**src/rtl/usb_rx_pkg.sv**
```systemverilog
// Shared types and constants for the USB receive-side token controller.
// The optional inter-bit timeout is enabled by defining TOKEN_TIMEOUT_EN.
package usb_rx_pkg;

    typedef enum logic [2:0] {
        ST_IDLE,
        ST_INIT,
        ST_FIELD,
        ST_CRC,
        ST_WAIT_EOP
    } state_t;

    typedef enum logic [1:0] {
        ERR_NONE  = 2'b00,
        ERR_CRC   = 2'b01,
        ERR_LEN   = 2'b10,
        ERR_ABORT = 2'b11
    } err_code_t;

    localparam int ADDR_W           = 7;
    localparam int ENDP_W           = 4;
    localparam int TOKEN_FIELD_BITS = 11;
    localparam int CRC5_BITS        = 5;
    localparam int BIT_CNT_W        = 4;

    localparam logic [CRC5_BITS-1:0] CRC5_RESIDUAL_DEFAULT  = 5'b01100;
    localparam int                   TIMEOUT_CYCLES_DEFAULT = 64;

endpackage

```
**src/rtl/usb_token_bit_counter.sv**
```systemverilog
// Small bit counter used to delimit the token field and the CRC5 field.
// term_hit compares the current count against a caller-supplied terminal value.
module usb_token_bit_counter
    import usb_rx_pkg::*;
(
    input  logic                 clk,
    input  logic                 sync_rst,
    input  logic                 clear,
    input  logic                 inc,
    input  logic [BIT_CNT_W-1:0] term,
    output logic [BIT_CNT_W-1:0] count,
    output logic                 term_hit
);

    always_ff @(posedge clk) begin
        if (sync_rst || clear) begin
            count <= '0;
        end else if (inc) begin
            count <= count + 1'b1;
        end
    end

    assign term_hit = (count == term);

endmodule

```
**src/rtl/usb_token_crc5_ctrl.sv**
```systemverilog
// Sequences the external CRC5 engine over a USB token and reports a one-cycle verdict.
// Define TOKEN_TIMEOUT_EN to abort packets that stall longer than TIMEOUT_CYCLES between bits.
// Handshake: all inputs are single-cycle strobes sampled at posedge clk; verdict outputs
// (token_valid/token_err) are registered one-cycle pulses with no backpressure.
module usb_token_crc5_ctrl
  import usb_rx_pkg::*;
#(
  parameter logic [CRC5_BITS-1:0] CRC5_RESIDUAL  = CRC5_RESIDUAL_DEFAULT,
  parameter int                   TIMEOUT_CYCLES = TIMEOUT_CYCLES_DEFAULT
) (
  input  logic                 clk,
  input  logic                 sync_rst,
  input  logic                 pid_token,
  input  logic                 bit_valid,
  input  logic                 bit_in,
  input  logic                 eop,
  input  logic                 rcv_error,
  input  logic [CRC5_BITS-1:0] crc_value,
  output logic                 crc_sync_rst,
  output logic                 crc_shift_enable,
  output logic                 crc_rcv,
  output logic                 crc_shift_stop,
  output logic [ADDR_W-1:0]    token_addr,
  output logic [ENDP_W-1:0]    token_endp,
  output logic                 token_valid,
  output logic                 token_err,
  output logic [1:0]           err_code,
  output logic                 busy,
  output state_t               fsm_state
);

  state_t                state;
  state_t                state_next;
  err_code_t             err_next;
  logic                  verdict_ok;
  logic                  verdict_err;
  logic                  start;
  logic                  capture;
  logic                  cnt_clear;
  logic                  cnt_inc;
  logic [BIT_CNT_W-1:0]  cnt_term;
  logic [BIT_CNT_W-1:0]  bit_cnt;
  logic                  cnt_hit;
  logic                  timeout_hit;

  usb_token_bit_counter u_bit_counter (
    .clk      (clk),
    .sync_rst (sync_rst),
    .clear    (cnt_clear),
    .inc      (cnt_inc),
    .term     (cnt_term),
    .count    (bit_cnt),
    .term_hit (cnt_hit)
  );

`ifdef TOKEN_TIMEOUT_EN
  localparam int IDLE_W = $clog2(TIMEOUT_CYCLES + 1);

  logic [IDLE_W-1:0] idle_cnt;
  logic              idle_expired;

  always_ff @(posedge clk) begin
    if (sync_rst || state == ST_IDLE || state == ST_INIT || bit_valid || eop) begin
      idle_cnt <= '0;
    end else if (!idle_expired) begin
      idle_cnt <= idle_cnt + 1'b1;
    end
  end

  assign idle_expired = (idle_cnt == IDLE_W'(TIMEOUT_CYCLES - 1));
  // Any real line activity this cycle takes precedence over the stall abort.
  assign timeout_hit  = idle_expired && !bit_valid && !eop && !rcv_error &&
                        (state == ST_FIELD || state == ST_CRC || state == ST_WAIT_EOP);
`else
  assign timeout_hit = 1'b0;
`endif

  always_comb begin
    state_next       = state;
    err_next         = err_code_t'(err_code);
    verdict_ok       = 1'b0;
    verdict_err      = 1'b0;
    start            = 1'b0;
    capture          = 1'b0;
    cnt_clear        = 1'b0;
    cnt_inc          = 1'b0;
    cnt_term         = BIT_CNT_W'(TOKEN_FIELD_BITS - 1);
    crc_sync_rst     = 1'b0;
    crc_shift_enable = 1'b0;
    crc_rcv          = 1'b0;
    crc_shift_stop   = 1'b0;

    case (state)
      ST_IDLE: begin
        crc_shift_stop = 1'b1;
        if (pid_token) begin
          state_next = ST_INIT;
          start      = 1'b1;
          err_next   = ERR_NONE;
        end
      end

      ST_INIT: begin
        crc_sync_rst = 1'b1;
        cnt_clear    = 1'b1;
        if (rcv_error) begin
          state_next  = ST_IDLE;
          verdict_err = 1'b1;
          err_next    = ERR_ABORT;
        end else if (bit_valid || eop) begin
          state_next  = ST_IDLE;
          verdict_err = 1'b1;
          err_next    = ERR_LEN;
        end else begin
          state_next = ST_FIELD;
        end
      end

      ST_FIELD, ST_CRC: begin
        crc_rcv          = 1'b1;
        // A bit sharing its cycle with eop or an abort is dropped, engine included.
        crc_shift_enable = bit_valid && !eop && !rcv_error;
        if (state == ST_CRC) begin
          cnt_term = BIT_CNT_W'(CRC5_BITS - 1);
        end
        if (rcv_error) begin
          state_next  = ST_IDLE;
          verdict_err = 1'b1;
          err_next    = ERR_ABORT;
        end else if (eop) begin
          state_next  = ST_IDLE;
          verdict_err = 1'b1;
          err_next    = ERR_LEN;
        end else if (bit_valid) begin
          capture = (state == ST_FIELD);
          if (cnt_hit) begin
            cnt_clear  = 1'b1;
            state_next = (state == ST_FIELD) ? ST_CRC : ST_WAIT_EOP;
          end else begin
            cnt_inc = 1'b1;
          end
        end
      end

      ST_WAIT_EOP: begin
        crc_shift_stop = 1'b1;
        if (rcv_error) begin
          state_next  = ST_IDLE;
          verdict_err = 1'b1;
          err_next    = ERR_ABORT;
        end else if (eop) begin
          state_next = ST_IDLE;
          if (crc_value == CRC5_RESIDUAL) begin
            verdict_ok = 1'b1;
          end else begin
            verdict_err = 1'b1;
            err_next    = ERR_CRC;
          end
        end else if (bit_valid) begin
          state_next  = ST_IDLE;
          verdict_err = 1'b1;
          err_next    = ERR_LEN;
        end
      end

      default: begin
        state_next     = ST_IDLE;
        crc_shift_stop = 1'b1;
      end
    endcase

    if (timeout_hit) begin
      state_next  = ST_IDLE;
      verdict_ok  = 1'b0;
      verdict_err = 1'b1;
      err_next    = ERR_ABORT;
    end
  end

  always_ff @(posedge clk) begin
    if (sync_rst) begin
      state       <= ST_IDLE;
      token_valid <= 1'b0;
      token_err   <= 1'b0;
      err_code    <= ERR_NONE;
      token_addr  <= '0;
      token_endp  <= '0;
    end else begin
      state       <= state_next;
      token_valid <= verdict_ok;
      token_err   <= verdict_err;
      err_code    <= err_next;
      if (start) begin
        token_addr <= '0;
        token_endp <= '0;
      end else if (capture) begin
        // LSB-first: shifting in at the top leaves the first bit in position 0.
        if (bit_cnt < BIT_CNT_W'(ADDR_W)) begin
          token_addr <= {bit_in, token_addr[ADDR_W-1:1]};
        end else begin
          token_endp <= {bit_in, token_endp[ENDP_W-1:1]};
        end
      end
    end
  end

  assign busy      = (state != ST_IDLE);
  assign fsm_state = state;

endmodule

```
**config.mk**
```make
export PLATFORM = sky130hd
export DESIGN_NAME = usb_token_crc5_ctrl
export DESIGN_NICKNAME = d
export VERILOG_FILES = /design/src/rtl/usb_rx_pkg.sv /design/src/rtl/usb_token_bit_counter.sv /design/src/rtl/usb_token_crc5_ctrl.sv
export SDC_FILE = /design/constraint.sdc
export NUM_CORES = 1
export LEC_CHECK = 0
export CELL_PAD_IN_SITES_DETAIL_PLACEMENT = 0
export CELL_PAD_IN_SITES_GLOBAL_PLACEMENT = 1
export CORE_ASPECT_RATIO = 0.5
export CORE_MARGIN = 2
export CORE_UTILIZATION = 34
export CTS_CLUSTER_SIZE = 25
export DETAILED_ROUTE_END_ITERATION = 8
export PLACE_DENSITY_LB_ADDON = 0.08
export SLEW_MARGIN = 0
export SYNTH_ARGS = -nofsm -noshare
export SYNTH_HDL_FRONTEND = slang
export SYNTH_SLANG_ARGS = --single-unit
```
**constraint.sdc**
```tcl
create_clock -name clk -period 2 [get_ports clk]
set_clock_uncertainty 0.15 [all_clocks]
set_input_delay 0.4 -clock clk [delete_from_list [all_inputs] [get_ports clk]]
set_output_delay 0.4 -clock clk [all_outputs]
set_load 0.01 [all_outputs]
```
== Word level (Yosys, flattened, before mapping) ==
Cells that the tools add are included.

* Register bits after elaboration: 22
* Bits in latches: 0
* Bits in writable memories: 0
* ROM bits: 0
* Output and inout port bits: 23
* Word-level logic and storage cells: 96
* Memories: 0

* Add/subtract/negate cells: 1
* Multiply operators: 0
* Div/mod/pow operators: 0
* Order comparisons: 1
* Equality and inequality tests: 13
* Shift operators: 0
* Multiplexer cells: 54
* Bitwise logic cells: 3
* Reductions and logical operators: 17

{| class="wikitable"
|+ Operator list
! cell !! count
|-
| $mux W1 || 28
|-
| $mux W3 || 9
|-
| $mux W2 || 11
|-
| $ne A4 B4 Y1 const B || 4
|-
| $pmux W3 S4 || 1
|-
| $mux W4 || 2
|-
| $pmux W2 S4 || 1
|-
| $eq A3 B2 Y1 const B || 2
|-
| $ne A3 B3 Y1 const B || 2
|-
| $reduce_and A6 Y1 || 1
|-
| $eq A5 B4 Y1 const B || 1
|-
| $add A4 B1 Y4 const B || 1
|-
| $eq A4 B4 Y1 || 1
|-
| $lt A4 B3 Y1 const B || 1
|-
| $reduce_and A2 Y1 || 2
|-
| $reduce_and A4 Y1 || 1
|-
| $reduce_bool A4 Y1 || 1
|-
| $reduce_or A2 Y1 || 2
|-
| $reduce_or A4 Y1 || 1
|-
| $eq A3 B1 Y1 const B || 1
|-
| $eq A3 B3 Y1 const B || 1
|-
| $logic_not A3 Y1 || 1
|-
| $not A1 Y1 || 3
|-
| $pmux W1 S3 || 1
|-
| 7 further kinds || 10
|}

== Depth between registers and ports, before layout ==
* Word-level depth: 10
* Depth in mapped cells: 6
* Depth with buffers taken out: 5

== Modules after synthesis ==
Synthesis repeated with hierarchy kept, for this count alone.

* Cells, all modules: 121
* Area, all modules: 1154.9 um2

{| class="wikitable"
|+ Modules (own cells, without submodules)
! module !! instances !! cells an instance !! area an instance (um2) !! seq. area each (um2)
|-
| usb_token_crc5_ctrl || 1 || 99 || 935.9 || 360.3
|-
| usb_token_bit_counter || 1 || 22 || 219.0 || 80.1
|}

== Least setup slack after synthesis ==
No wires, ideal clock.

* Path type: input -> register
* Start point: in crc_value[1]
* End point: reg err_code[0]
* Setup time: 88 ps
* Data arrival time: 1683 ps
* Data required time: 1762 ps
* Setup slack: 79 ps
* Cell stages on the path: 4
* Path buffers: 0
* Cell sequence: or4bb_1 > or4_4 > and4_4 > a311oi_2

* Longest elaborated chain between the ends: 3

{| class="wikitable"
|+ Ends and longest elaborated chain
! item !! RTL line !! text
|-
| start: declaration || usb_token_crc5_ctrl.sv:18 || <nowiki>input logic [CRC5_BITS-1:0] crc_value,</nowiki>
|-
| $eq A5 B4 Y1 || usb_token_crc5_ctrl.sv:153 || <nowiki>if (crc_value == CRC5_RESIDUAL) begin</nowiki>
|-
| $ne A4 B4 Y1 (no source line) || - ||
|-
| $reduce_and A6 Y1 (no source line) || - ||
|-
| end signal: assignment || usb_token_crc5_ctrl.sv:192 || <nowiki>err_code <= err_next;</nowiki>
|-
| end: declaration || usb_token_crc5_ctrl.sv:27 || <nowiki>output logic [1:0] err_code,</nowiki>
|}

No other way between the ends.
A chain may end at the register's enable or synchronous reset.

== Final worst setup path ==
* Start point: reg state[2] (netlist: fsm_state[2])
* End point: out busy

* Longest elaborated chain between the ends: 1

{| class="wikitable"
|+ Ends and longest elaborated chain
! item !! RTL line !! text
|-
| start: declaration || usb_token_crc5_ctrl.sv:32 || <nowiki>state_t state;</nowiki>
|-
| start signal: assignment || usb_token_crc5_ctrl.sv:189 || <nowiki>state <= state_next;</nowiki>
|-
| $reduce_bool A3 Y1 || usb_token_crc5_ctrl.sv:207 || <nowiki>assign busy = (state != ST_IDLE);</nowiki>
|-
| end: declaration || usb_token_crc5_ctrl.sv:28 || <nowiki>output logic busy,</nowiki>
|}

No other way between the ends.

==> flow_metrics.tcl <==
set metrics [dict create \
    result_of_the_run "complete, no violations" \
    antenna_found_initial 0 \
    nets_in_the_synthesized_netlist 139 \
    final-max-slew-violation-count 0 \
    period_share_pct 97.90 \
    boundaryPins 35 \
    synthesis.instances 126 \
    drt_pass_1_iters 4 \
    final_period_minus_worst_setup_slack_ns 1.958 \
    core-area_um2 3118 \
    synthesis.area_per_instance_um2 9.195 \
    wirelength_um 2833 \
    crit_fanout 15 \
    number_of_failing_setup_endpoints_in_the_final_timing_report 0 \
    dr.first_iter.drc_count 26 \
    p_per_area_nw_per_um2 599.4 \
    drive_gt1_share_pct 25.27 \
    worst_r2r_endpoint "err_code[0]" \
    avgRoutedWirePerCell_um 12.76 \
    cp_num_cells 3 \
    crit_path_start "fsm_state[2]" \
    post-route-drc-count 0 \
    die-area_um2 3919 \
    placed_cells_incl_taps 215 \
    critPathMaxStageDelay_ns 0.39 \
    hold_ws_ns 0.3272 \
    die_height_um 45.28 \
    initial_utilization_pct 37.16 \
    place.port_buffers 34 \
    final_cells 222 \
    power.ir.vdd_worst_mv 0.2523 \
    setup.worst_path.class "register to primary output" \
    end_of_the_critical_path "busy" \
    clockRootBuffer "clkbuf_8" \
    layout.cell_area.non_filler_um2 1799 \
    tritoncts "built" \
    worst_setup_path_end_kind "primary output" \
    clkSlewWorstSetupHoldPaths_ns 0.08 \
    cts_hold_buffers 0 \
    clk_latency_ns 0.26 \
    hold_class "register to register" \
    area_growth_pct 55.29 \
    tritoncts.num_buffers 3 \
    overflow 0 \
    worst_pin_slew_ns 0.2954 \
    finalHoldViolCount 0 \
    cts.sinks 22 \
    timing.critical_path.required_ns 1.45 \
    worstPathCellList "buf_4, or3_1, clkdlybuf4s15_1" \
    grt_pass1_vias 981 \
    layout.filler_cells 297 \
    reg2regPathDepth 7 \
    synthArstFlopShare_pct 0 \
    worst-path-buf-inv 2 \
    final_net_count 196 \
    synthFlopType "dfxtp_1" \
    timing.fmax_ghz 0.5107 \
    fp.dieW_um 86.56 \
    r2r-start "fsm_state[1]" \
    rsz0062_at_grt "true" \
    ctsLongestPathBuffers 2 \
    synth_enable_flop_cells 0 \
    antenna_diode_instance_count 0 \
    ctsHtreeMaxLevel 1 \
    grt.total_usage_pct 15.34 \
    global_route_wire_length_before_repair_um 4560 \
    crit_path_top_delay_cell "or3_1" \
    vias 1111 \
    yosys.cell_types.count 40 \
    post_dp_cell_area_um2 1685 \
    antenna_left 0 \
    fp-row-count 14 \
    ff2ff_setup_slack_ns 0.12 \
    avgViaCountPerCell 5.005 \
    synth_sequential_area_ratio_pct 38.01 \
    synthesized_flop_and_latch_total 22 \
    grt_start_max_net_pins 16 \
    critPathTopFamily "buffers and inverters" \
    startpoint_class "register" \
    power.leakage_uw 0.0007373 \
    routability_congestion_estimate_from_global_placement 0.7987 \
    worstPathArrival_ns 1.41 \
    syn-cell-area_um2 1159 \
    cap_violations 0 \
    timing.max_slew.rel_slack_pct 79.80 \
    yosys_warnings 0 \
    detailed_place_hpwl_um 2183 \
]
## sequential cells by signal, indices dropped and copies added (netlist names)
name,cells
token_addr,7
token_endp,4
u_bit_counter.count,4
fsm_state,3
err_code,2
token_err,1
token_valid,1
## area by class of cell
type | instances | area, µm² | share of cell area (%)
clock inverters | 1 | 30.03 | 1.669
flip-flops and latches | 22 | 441.7 | 24.55
well taps | 40 | 50.05 | 2.782
clock buffers | 3 | 41.29 | 2.295
multi-input cells | 93 | 691.9 | 38.46
repair buffers | 61 | 536.8 | 29.83
inverters | 2 | 7.507 | 0.4172
## routing by layer
metal  share of wire [%]  up-vias  GRT usage [%]
met5                   0        -              0
met4                0.28        0          2.813
met3                 6.6        2          6.764
met2                  39       27          22.00
met1                  54      507          21.48
li1                    -      575              -
## timing repair
| action | in CTS | in global routing |
|---|---|---|
| pin swaps | 4 | 2 |
| setup endpoints to repair | 10 | 6 |
| resized for setup | 22 | 4 |
| setup buffers | 1 | 2 |
| cloned | 0 | 0 |
## worst min-delay path, cell delays in order, from the launching register on
cell and delay (ns):
dfxtp_1 0.32, nand2b_1 0.06, mux2i_1 0.06
## cells in the final DEF, fill, tap and decap left out, types with 2 or more instances in the layout
master / Yosys / routed
nand2b_1: 3 / 3
nor2b_1: 2 / 2
buf_4: 0 / 25
buf_6: 1 / 2
or4_1: 2 / 2
clkdlybuf4s15_1: 0 / 3
nand3_1: 2 / 2
clkdlybuf4s50_1: 0 / 23
or2_2: 2 / 2
nor4bb_1: 3 / 3
nand2_1: 8 / 8
nor2_1: 15 / 15
a21oi_1: 5 / 5
or3_1: 2 / 2
mux2i_1: 15 / 15
dfxtp_1: 22 / 21
nand4b_1: 4 / 4
o21bai_1: 2 / 2
dlygate4sd2_1: 0 / 7
clkbuf_8: 0 / 3
nand3b_1: 4 / 4
## logic make-up (layout without fill, tap and decap cells)
logic type	count (synthesis)	after routing	share of synthesized area [%]
and+or+nand+nor	60	60	32.61
DFF	22	22	38.01
AOI/OAI and AO/OA	16	16	9.935
muxes	16	16	13.93
buffers and inverters	11	67	4.427
adders and majority gates	1	1	1.080
## synthesized netlist by cell type, types with 3 or more instances
master,count,area [µm²]
dfxtp_1,22,440.4
mux2i_1,15,150.1
nor2_1,15,56.30
nand2_1,8,30.03
clkbuf_1,6,22.52
a21oi_1,5,25.02
nand3b_1,4,30.03
nand4b_1,4,35.03
nand2b_1,3,18.77
nor4bb_1,3,30.03
## power breakdown
group          internal [µW]  switching (µW)
Clock                    267             148
Sequential               449            11.2
Combinational            119            83.7
## per-stage QoR
step	worst slack [ns]	utilization [%]	power, µW	TNS [ns]
after detailed placement	-0.5532	54.05	676.5	-4.975
after global placement	-0.5541	54.05	676.6	-4.690
after CTS	0.001931	57.26	1092	0
after global routing	-0.002388	57.70	1126	-0.002388
after floorplan	0.07881	-	567.1	0
final	0.04201	57.70	1078	0
## how the worst min path moves through the flow
stage,from,to,slack (ns),cells after the start
floorplan,err_code[1],err_code[1],0.34,2
global placement,err_code[1],err_code[1],0.31,2
detailed placement,err_code[1],err_code[1],0.31,2
CTS,err_code[1],err_code[1],0.33,2
global route,err_code[1],err_code[1],0.34,2
finish,err_code[1],err_code[1],0.33,2
Power figures use the tool's default switching activity.
